--- config.mk ---
export PLATFORM = sky130hd
export DESIGN_NAME = key_scheduler_flat
export DESIGN_NICKNAME = d
export VERILOG_FILES = /design/src/rtl/key_scheduler_if.sv /design/src/rtl/key_scheduler.sv /design/src/flat_wrapper.sv
export SDC_FILE = /design/constraint.sdc
export NUM_CORES = 1
export LEC_CHECK = 0
export ABC_AREA = 1
export CAP_MARGIN = 10
export CORE_MARGIN = 2
export CORE_UTILIZATION = 35
export CTS_BUF_LIST = sky130_fd_sc_hd__clkbuf_8
export DETAILED_ROUTE_END_ITERATION = 10
export DONT_BUFFER_PORTS = 1
export PLACE_DENSITY_LB_ADDON = 0.1
export SYNTH_ARGS = -nofsm -noshare
export SYNTH_HDL_FRONTEND = slang
export SYNTH_SLANG_ARGS = --single-unit
--- constraint.sdc ---
create_clock -name clk -period 5.4 [get_ports clk]
set_clock_uncertainty 0.05 [all_clocks]
set_input_delay 0.54 -clock clk [delete_from_list [all_inputs] [get_ports clk]]
set_output_delay 0.54 -clock clk [all_outputs]
set_load 0.01 [all_outputs]
--- src/rtl/key_scheduler_if.sv ---
// Bus bundle between a frame controller / pixel source / pixel sink and the key scheduler.
// Both pixel ports use valid/ready: a beat moves on a rising edge where valid and ready are both 1, and valid may not depend on ready.
interface key_scheduler_if;
    logic        start;
    logic [15:0] frame_len;
    logic        gen_rst;
    logic        key_valid;
    logic [7:0]  key_r;
    logic [7:0]  key_g;
    logic [7:0]  key_b;
    logic [23:0] pix_in;
    logic        pix_in_valid;
    logic        pix_in_ready;
    logic [23:0] pix_out;
    logic        pix_out_valid;
    logic        pix_out_ready;
    logic        busy;
    logic        done;
    logic        err;

    modport master (
        output start, frame_len, key_valid, key_r, key_g, key_b,
               pix_in, pix_in_valid, pix_out_ready,
        input  gen_rst, pix_in_ready, pix_out, pix_out_valid, busy, done, err
    );

    modport slave (
        input  start, frame_len, key_valid, key_r, key_g, key_b,
               pix_in, pix_in_valid, pix_out_ready,
        output gen_rst, pix_in_ready, pix_out, pix_out_valid, busy, done, err
    );
endinterface

--- src/rtl/key_scheduler.sv ---
// Reseeds a key generator per frame, discards warm-up keys, buffers key triples in a FIFO
// and XORs each incoming pixel with the next buffered triple in arrival order.
module key_scheduler #(
    parameter int FIFO_DEPTH  = 4,
    parameter int WARMUP_KEYS = 2
) (
    input  logic                         clk,
    input  logic                         rst,
    key_scheduler_if.slave               bus,
    output logic [2:0]                   state_o,
    output logic [$clog2(FIFO_DEPTH):0]  fifo_count_o
);
    localparam int AW = $clog2(FIFO_DEPTH);
    localparam logic [15:0] WARM_LAST = (WARMUP_KEYS > 0) ? 16'(WARMUP_KEYS - 1) : 16'd0;

    typedef enum logic [2:0] {
        IDLE   = 3'd0,
        RESEED = 3'd1,
        WARMUP = 3'd2,
        RUN    = 3'd3,
        DRAIN  = 3'd4,
        ERR    = 3'd5
    } state_t;

    state_t      state_q;
    logic [23:0] mem_q [FIFO_DEPTH];
    logic [AW:0] wr_ptr_q;
    logic [AW:0] rd_ptr_q;
    logic [15:0] remaining_q;
    logic [15:0] warm_cnt_q;
    logic        reseed_cnt_q;
    logic        gen_rst_q;
    logic        done_q;
    logic        err_q;
    logic        pix_out_valid_q;
    logic [23:0] pix_out_q;
    logic [23:0] pix_out_d;

    logic        fifo_empty;
    logic        fifo_full;
    logic        key_phase;
    logic        push;
    logic        overflow;
    logic        pix_in_ready;
    logic        xfer;
    logic        out_accept;
    logic        start_ok;
    logic [23:0] head;
    logic [23:0] key_word;

    // Full is judged on occupancy at the start of the cycle, so a same-cycle pop cannot rescue a push.
    assign fifo_empty = (wr_ptr_q == rd_ptr_q);
    assign fifo_full  = (wr_ptr_q[AW] != rd_ptr_q[AW]) && (wr_ptr_q[AW-1:0] == rd_ptr_q[AW-1:0]);
    assign key_phase  = (state_q == RUN) || (state_q == DRAIN);
    assign overflow   = key_phase && bus.key_valid && fifo_full;
    assign push       = key_phase && bus.key_valid && !fifo_full;
    assign head       = mem_q[rd_ptr_q[AW-1:0]];
    assign key_word   = {bus.key_r, bus.key_g, bus.key_b};

    assign pix_in_ready = (state_q == RUN) && !fifo_empty && (!pix_out_valid_q || bus.pix_out_ready);
    assign xfer         = bus.pix_in_valid && pix_in_ready;
    assign out_accept   = pix_out_valid_q && bus.pix_out_ready;
    assign pix_out_d    = bus.pix_in ^ head;
    assign start_ok     = bus.start && ((state_q == IDLE) || (state_q == ERR));

    assign bus.pix_in_ready  = pix_in_ready;
    assign bus.pix_out       = pix_out_q;
    assign bus.pix_out_valid = pix_out_valid_q;
    assign bus.gen_rst       = gen_rst_q;
    assign bus.done          = done_q;
    assign bus.err           = err_q;
    assign bus.busy          = (state_q != IDLE);
    assign state_o           = state_q;
    assign fifo_count_o      = wr_ptr_q - rd_ptr_q;

    always_ff @(posedge clk) begin
        if (push) begin
            mem_q[wr_ptr_q[AW-1:0]] <= key_word;
        end
    end

    always_ff @(posedge clk or posedge rst) begin
        if (rst) begin
            state_q         <= IDLE;
            wr_ptr_q        <= '0;
            rd_ptr_q        <= '0;
            remaining_q     <= '0;
            warm_cnt_q      <= '0;
            reseed_cnt_q    <= 1'b0;
            gen_rst_q       <= 1'b0;
            done_q          <= 1'b0;
            err_q           <= 1'b0;
            pix_out_valid_q <= 1'b0;
            pix_out_q       <= '0;
        end else begin
            done_q <= 1'b0;

            if (xfer) begin
                pix_out_q       <= pix_out_d;
                pix_out_valid_q <= 1'b1;
                rd_ptr_q        <= rd_ptr_q + 1'b1;
                if (remaining_q != 16'd0) begin
                    remaining_q <= remaining_q - 16'd1;
                end
            end else if (bus.pix_out_ready) begin
                pix_out_valid_q <= 1'b0;
            end

            if (push) begin
                wr_ptr_q <= wr_ptr_q + 1'b1;
            end

            case (state_q)
                IDLE, ERR: begin
                    if (start_ok) begin
                        remaining_q  <= bus.frame_len;
                        wr_ptr_q     <= '0;
                        rd_ptr_q     <= '0;
                        err_q        <= 1'b0;
                        warm_cnt_q   <= '0;
                        reseed_cnt_q <= 1'b0;
                        if (bus.frame_len == 16'd0) begin
                            done_q  <= 1'b1;
                            state_q <= IDLE;
                        end else begin
                            gen_rst_q <= 1'b1;
                            state_q   <= RESEED;
                        end
                    end
                end
                RESEED: begin
                    if (reseed_cnt_q) begin
                        gen_rst_q <= 1'b0;
                        state_q   <= (WARMUP_KEYS == 0) ? RUN : WARMUP;
                    end else begin
                        reseed_cnt_q <= 1'b1;
                    end
                end
                WARMUP: begin
                    if (bus.key_valid) begin
                        if (warm_cnt_q == WARM_LAST) begin
                            state_q <= RUN;
                        end else begin
                            warm_cnt_q <= warm_cnt_q + 16'd1;
                        end
                    end
                end
                RUN: begin
                    if (overflow) begin
                        err_q   <= 1'b1;
                        state_q <= ERR;
                    end else if (xfer && (remaining_q == 16'd1)) begin
                        state_q <= DRAIN;
                    end
                end
                DRAIN: begin
                    if (overflow) begin
                        err_q   <= 1'b1;
                        state_q <= ERR;
                    end else if (out_accept) begin
                        done_q  <= 1'b1;
                        state_q <= IDLE;
                    end
                end
                default: state_q <= IDLE;
            endcase
        end
    end
endmodule

--- src/flat_wrapper.sv ---
// flat-port wrapper written by rule: the top's interface ports become plain ports
module key_scheduler_flat 
#(
    parameter int FIFO_DEPTH  = 4,
    parameter int WARMUP_KEYS = 2
)
  (clk, rst, state_o, fifo_count_o, bus_start, bus_frame_len, bus_key_valid, bus_key_r, bus_key_g, bus_key_b, bus_pix_in, bus_pix_in_valid, bus_pix_out_ready, bus_gen_rst, bus_pix_in_ready, bus_pix_out, bus_pix_out_valid, bus_busy, bus_done, bus_err);
  key_scheduler_if bus_i ();
  input  logic clk;
  input  logic rst;
  output logic [2:0] state_o;
  output logic [$clog2(FIFO_DEPTH):0] fifo_count_o;
  input wire logic [$bits(bus_i.start)-1:0] bus_start;
  input wire logic [$bits(bus_i.frame_len)-1:0] bus_frame_len;
  input wire logic [$bits(bus_i.key_valid)-1:0] bus_key_valid;
  input wire logic [$bits(bus_i.key_r)-1:0] bus_key_r;
  input wire logic [$bits(bus_i.key_g)-1:0] bus_key_g;
  input wire logic [$bits(bus_i.key_b)-1:0] bus_key_b;
  input wire logic [$bits(bus_i.pix_in)-1:0] bus_pix_in;
  input wire logic [$bits(bus_i.pix_in_valid)-1:0] bus_pix_in_valid;
  input wire logic [$bits(bus_i.pix_out_ready)-1:0] bus_pix_out_ready;
  output wire logic [$bits(bus_i.gen_rst)-1:0] bus_gen_rst;
  output wire logic [$bits(bus_i.pix_in_ready)-1:0] bus_pix_in_ready;
  output wire logic [$bits(bus_i.pix_out)-1:0] bus_pix_out;
  output wire logic [$bits(bus_i.pix_out_valid)-1:0] bus_pix_out_valid;
  output wire logic [$bits(bus_i.busy)-1:0] bus_busy;
  output wire logic [$bits(bus_i.done)-1:0] bus_done;
  output wire logic [$bits(bus_i.err)-1:0] bus_err;
  assign bus_i.start = bus_start;
  assign bus_i.frame_len = bus_frame_len;
  assign bus_i.key_valid = bus_key_valid;
  assign bus_i.key_r = bus_key_r;
  assign bus_i.key_g = bus_key_g;
  assign bus_i.key_b = bus_key_b;
  assign bus_i.pix_in = bus_pix_in;
  assign bus_i.pix_in_valid = bus_pix_in_valid;
  assign bus_i.pix_out_ready = bus_pix_out_ready;
  assign bus_gen_rst = bus_i.gen_rst;
  assign bus_pix_in_ready = bus_i.pix_in_ready;
  assign bus_pix_out = bus_i.pix_out;
  assign bus_pix_out_valid = bus_i.pix_out_valid;
  assign bus_busy = bus_i.busy;
  assign bus_done = bus_i.done;
  assign bus_err = bus_i.err;
  key_scheduler #(.FIFO_DEPTH(FIFO_DEPTH), .WARMUP_KEYS(WARMUP_KEYS)) u_core (.clk(clk), .rst(rst), .bus(bus_i), .state_o(state_o), .fifo_count_o(fifo_count_o));
endmodule
* Word-level counts from Yosys, hierarchy flattened *
Memory sizes are Yosys's and may differ from the RTL's.
Index checks and enable logic that the tools add are counted.

word-level totals
  flip-flop bits (word level) = 70
  memory bits (writable) = 96
  input bits = 70
  output and inout bits = 36
  memories = 1

memory list
  name          words  bits a word  rd ports  clocked after Yosys merged registers in  wr ports  RTL line             text
  u_core.mem_q  4      24           1         0                                        1         key_scheduler.sv:26  logic [23:0] mem_q [FIFO_DEPTH];

operators by class
  add/sub/neg operators = 5
  equal/unequal tests = 19
  mux-type cells = 41
  bitwise logic cells = 1
  reductions and logical operators = 31

operators by type and width
  kind                   count
  $mux 16                7
  $mux 3                 14
  $eq 16x1->1 const B    2
  $pmux 16 s2            1
  $xor 24x24->24         1
  $add 16x1->16 const B  1
  $logic_not 16->1       1
  $reduce_bool 16->1     1
  $sub 16x1->16 const B  1
  $pmux 3 s5             1
  $mux 1                 14
  $logic_and 1x1->1      10
  $ne 2x1->1 const B     4
  $pmux 1 s2             4
  $reduce_and 4->1       2
  $reduce_bool 2->1      4
  $add 3x1->3 const B    2
  $eq 3x2->1 const B     2
  $eq 3x3->1 const B     2
  $ne 2x2->1 const B     3
  $reduce_and 6->1       1
  $reduce_or 2->1        2
  $eq 3x1->1 const B     1
  $eq 3x3->1             1
  11 further kinds       15

* Logic depth before layout (Yosys ltp) *
  word-level depth = 9
  mapped depth = 15
  gate-level depth less buffers = 12

* Least setup slack after synthesis *
No wires, ideal clock.

  kind = reg2reg
  start point = register u_core.rd_ptr_q[1]
  end point = memory u_core.mem_q[3][0], enable pin
  setup time = 0.406 ns
  arrival time = 2.599 ns
  data required time = 4.944 ns
  slack = 2.345 ns
  cell stages (with the launch flop) = 8
  clock period less this slack = 3.055 ns
  path through = dfrtp_1 -> buf_2 -> clkinv_1 -> buf_1 -> ha_1 -> nand2_1 -> o211ai_2 -> nor2_1

between the ends
  cells in the longest elaborated chain, start to end = 6

RTL lines
  element                       RTL line              text
  from (decl)                   key_scheduler.sv:28   logic [AW:0] rd_ptr_q;
  from (signal assigned)        key_scheduler.sv:101  rd_ptr_q <= rd_ptr_q + 1'b1;
  $eq 2x2->1                    key_scheduler.sv:53   assign fifo_full = (wr_ptr_q[AW] != rd_ptr_q[AW]) && (wr_ptr_q[AW-1:0] == rd_ptr_q[AW-1:0]);
  $logic_and 1x1->1             key_scheduler.sv:53
  $logic_not 1->1               key_scheduler.sv:56   assign push = key_phase && bus.key_valid && !fifo_full;
  $logic_and 1x1->1             key_scheduler.sv:56
  $mux 1                        key_scheduler.sv:77   if (push) begin
  $mux 1 (not written as such)  key_scheduler.sv:78   mem_q[wr_ptr_q[AW-1:0]] <= key_word;
  to (decl)                     key_scheduler.sv:26

No other way between the ends.

* Final worst setup path *
  start point = register u_core.rd_ptr_q[0]
  end point = register u_core.rd_ptr_q[1]

between the ends
  cells in the longest elaborated chain, start to end = 8
  elaborated cells on any way between the ends = 9

RTL lines
  element                          RTL line              text
  $eq 3x3->1                       key_scheduler.sv:52   assign fifo_empty = (wr_ptr_q == rd_ptr_q);
  $logic_not 1->1                  key_scheduler.sv:60   assign pix_in_ready = (state_q == RUN) && !fifo_empty && (!pix_out_valid_q || bus.pix_out_ready);
  $logic_and 1x1->1 (2 in series)  key_scheduler.sv:60
  $logic_and 1x1->1                key_scheduler.sv:61   assign xfer = bus.pix_in_valid && pix_in_ready;
  $mux 3 *                         key_scheduler.sv:98   if (xfer) begin
  $mux 3                           key_scheduler.sv:115  if (start_ok) begin
  $mux 3 *                         key_scheduler.sv:113  case (state_q)

Mark *: on every way between the ends. The rest lies on a longest branch, timed or not.
A chain may end at the register's enable or synchronous reset.

==> results.sh <==
export IMPL_status="complete, no violations"
export IMPL_crit_reg2reg_capture="u_core.rd_ptr_q[1]"
export IMPL_ctsRootBufferMaster="clkbuf_8"
export IMPL_setup_slack_ns=1.99
export IMPL_tritoncts="done"
export IMPL_floorplan_initialDensity_pct=35.5
export IMPL_critical_path_endpoint_type="register"
export IMPL_fin_setup_tns_ns=0
export IMPL_period_share_pct=63.1
export IMPL_average_footprint_of_a_synthesized_cell_um2=9.12
export IMPL_synth_cell_type_count=38
export IMPL_max_slew_headroom_at_the_worst_pin_pct=29.2
export IMPL_place_congestion=0.766
export IMPL_worst_setup_hold_path_clk_slew_ns=0.11
export IMPL_htree_num_levels=4
export IMPL_regToRegStartpoint="u_core.rd_ptr_q[0]"
export IMPL_place_ws_ns=1.98
export IMPL_global_route_overflow_total=0
export IMPL_r2r_setup_slack_ns=1.99
export IMPL_floorplan_core_area_mm2=0.0225
export IMPL_clock_path_buffers=2
export IMPL_io_pin_count=106
export IMPL_area_of_the_mapped_netlist_mm2=0.00800
export IMPL_hpwlAfterDp_mm=12.1
export IMPL_crit_path_capture="u_core.rd_ptr_q[1]"
export IMPL_vdd_ir_drop_worst_mv=0.237
export IMPL_vias_per_cell=4.74
export IMPL_area_growth_synth_to_final_pct=8.54
export IMPL_cts_repair_timing_setup_buffer_count=0
export IMPL_avgRoutedWirePerCell_um=16.0
export IMPL_drc=0
export IMPL_detailroute_via_count=5555
export IMPL_ys_seq_area_share_pct=57.9
export IMPL_port_buffer_count=0
export IMPL_chipHeight_um=155
export IMPL_clock_sink_count=166
export IMPL_diodes=0
export IMPL_floorplan_rows=55
export IMPL_highest_achievable_clock_rate_mhz=293
export IMPL_reg2reg_depth=9
export IMPL_highest_layer_used_for_signal_routing="met4"
export IMPL_crit_type="register to register"
export IMPL_critical_path_max_fanout=64
export IMPL_synthCells=877
export IMPL_report_final_hold_viol_count=0
export IMPL_powerDensity_mw_per_mm2=463
export IMPL_gr_usage_total_pct=16.3
export IMPL_tritoncts_num_buffers=17
export IMPL_post_synth_net_total=960
export IMPL_setup_repair_after_global_routing_missed_its_margin="false"
export IMPL_grt_pass1_vias=5531
export IMPL_drv_slew=0
export IMPL_hold_class="input port to register"
export IMPL_worst_setup_path_startpoint="u_core.rd_ptr_q[0]"
export IMPL_placed_inst_area_mm2=0.00827
export IMPL_wl_mm=18.8
export IMPL_yosysWarningCount=0
export IMPL_post_cts_resized=0
export IMPL_quantity_of_hold_fixing_buffers_added_after_cts=0
export IMPL_worst_pin_slew_ns=1.06
export IMPL_final_cell_area_mm2=0.00868
export IMPL_holdWs_ns=0.111
export IMPL_ant_nets=0
export IMPL_worst_endpoint_required_ns=5.67
export IMPL_drt_iter0_drc=252
export IMPL_yosys_register_bits=166
export IMPL_antenna_found_initial=0
export IMPL_route_layer_met1_wl_mm=8.95
export IMPL_grt_first_pass_wirelength_mm=30.2
export IMPL_critPathArrivalTime_ns=3.68
export IMPL_startpoint_type="register"
export IMPL_dr_wl_met2_mm=8.48
export IMPL_fillerInstances=2271
export IMPL_count_of_endpoints_failing_setup_in_the_final_report=0
export IMPL_num_nets_final=956
export IMPL_final_period_minus_worst_setup_slack_ns=3.41
export IMPL_cell_leakage_power_nw=3.64
export IMPL_max_cap_violations=0
export IMPL_clk_latency_ns=0.47
export IMPL_metal3_wl_mm=1.08
export IMPL_grt_max_degree=71
export IMPL_die_area_mm2=0.0241
export IMPL_die_w_um=155
export IMPL_detailedRoute_firstPassIterationCount=4
export IMPL_post_route_cells_drive_above_1_share_pct=7.45
[worst max-delay path, stage by stage (launching register included)]
cell,delay [ns]
dfrtp_2,1.03
ha_1,0.39
nand2_1,0.12
inv_1,0.05
nand3_1,0.07
nand2_2,0.08
nor2_4,0.45
inv_2,0.58
o21ai_0,0.34
a21oi_1,0.06
[final cells by class]
cell class                 instances  area, µm²  share of cell area, %
inverter                          54        209                   2.41
clock inverter                    15        179                   2.06
timing repair buffer               7       52.6                  0.605
clock buffer                      17        234                   2.70
multi-input combinational        627       3010                   34.7
sequential                       166       4640                   53.4
tap                              285        357                   4.11
[placed cells by master, fill, tap and decap left out, types with 2 or more instances in the layout]
cell	netlist	layout
inv_6	0	3
clkbuf_8	0	17
xnor2_1	3	3
dfrtp_1	70	69
nor2_4	2	2
a21oi_1	8	8
nor3_1	7	7
nor2_2	1	5
o21ai_0	19	19
nand2_1	307	307
nand2_2	4	4
nand3_1	95	95
inv_8	0	6
inv_4	2	2
nor2_1	83	79
buf_4	2	7
clkinvlp_4	0	3
inv_2	4	4
o21ai_1	23	23
a31oi_1	4	4
edfxtp_1	96	96
nand4_1	8	8
ha_1	12	12
clkinv_8	0	2
inv_1	47	46
xor2_1	39	39
nand2_4	2	2
[sequential cells by signal, summed over array words and instances (netlist names)]
signal	cells
u_core.remaining_q	16
u_core.reseed_cnt_q	1
u_core.wr_ptr_q	3
u_core.state_o	3
u_core.bus.pix_out	24
u_core.rd_ptr_q	3
u_core.bus.pix_out_valid	1
u_core.bus.err	1
u_core.mem_q	96
u_core.bus.gen_rst	1
u_core.warm_cnt_q	16
u_core.bus.done	1
[routing by layer]
layer,up-vias,track usage (%)
met5,-,0
met4,0,4.45
met3,16,4.82
met2,105,26.0
met1,2577,21.6
li1,2857,-
[synthesized netlist by cell type (all sizes together)]
cell,count,area [µm²]
nand3,97,503
ha,12,150
clkbuf,14,55.1
o22ai,1,6.26
nand4,8,50.1
edfxtp,96,2880
nor2,86,340
a21oi,9,48.8
nand2,313,1200
and2,1,6.26
fa,1,20.0
clkinv,1,3.75
dfrtp,70,1750
nor3,8,51.3
inv,53,204
buf,16,96.3
o21ai,42,210
or2,2,12.5
xor2,39,342
o211ai,1,12.5
a31oi,4,25.0
xnor2,3,26.3
[how the worst min path moves through the flow]
stage | startpoint | end | slack [ns] | cells past startpoint
detailed placement | u_core.warm_cnt_q[15] | u_core.warm_cnt_q[15] | 0.46 | 2
floorplan | u_core.warm_cnt_q[15] | u_core.warm_cnt_q[15] | 0.42 | 2
global placement | u_core.warm_cnt_q[15] | u_core.warm_cnt_q[15] | 0.46 | 2
CTS | bus_key_r[6] | u_core.mem_q[0][22] | 0.07 | 0
finish | bus_key_g[1] | u_core.mem_q[0][9] | 0.11 | 0
global route | bus_key_g[6] | u_core.mem_q[0][14] | 0.07 | 0
[power by group]
part	total, mW	switching, mW	leakage [nW]	internal, mW
registers	1.85	0.271	1.77	1.58
logic	1.23	0.828	1.67	0.398
clock network	0.941	0.547	0.200	0.394
total	4.02	1.65	3.64	2.37
[cell families after synthesis]
logic type / Yosys count / synth area share [%]
and+or+nand+nor: 515 / 27.0
xor gates and xnor gates: 42 / 4.60
buffers and inverters: 84 / 4.49
AOI/OAI and AO/OA: 57 / 3.79
DFF: 166 / 57.9
adders and majority gates: 13 / 2.13
[per-stage QoR]
stage / instances / util, % / total power [mW]
5_1_grt: 1171 / 38.6 / 4.35
3_5_place_dp: 1139 / 36.7 / 3.13
4_1_cts: 1171 / 38.6 / 4.09
2_1_floorplan: 877 / - / 2.81
3_3_place_gp: 1139 / 36.7 / 3.12
6_report: 1171 / 38.6 / 4.02
Power figures use the tool's default switching activity.
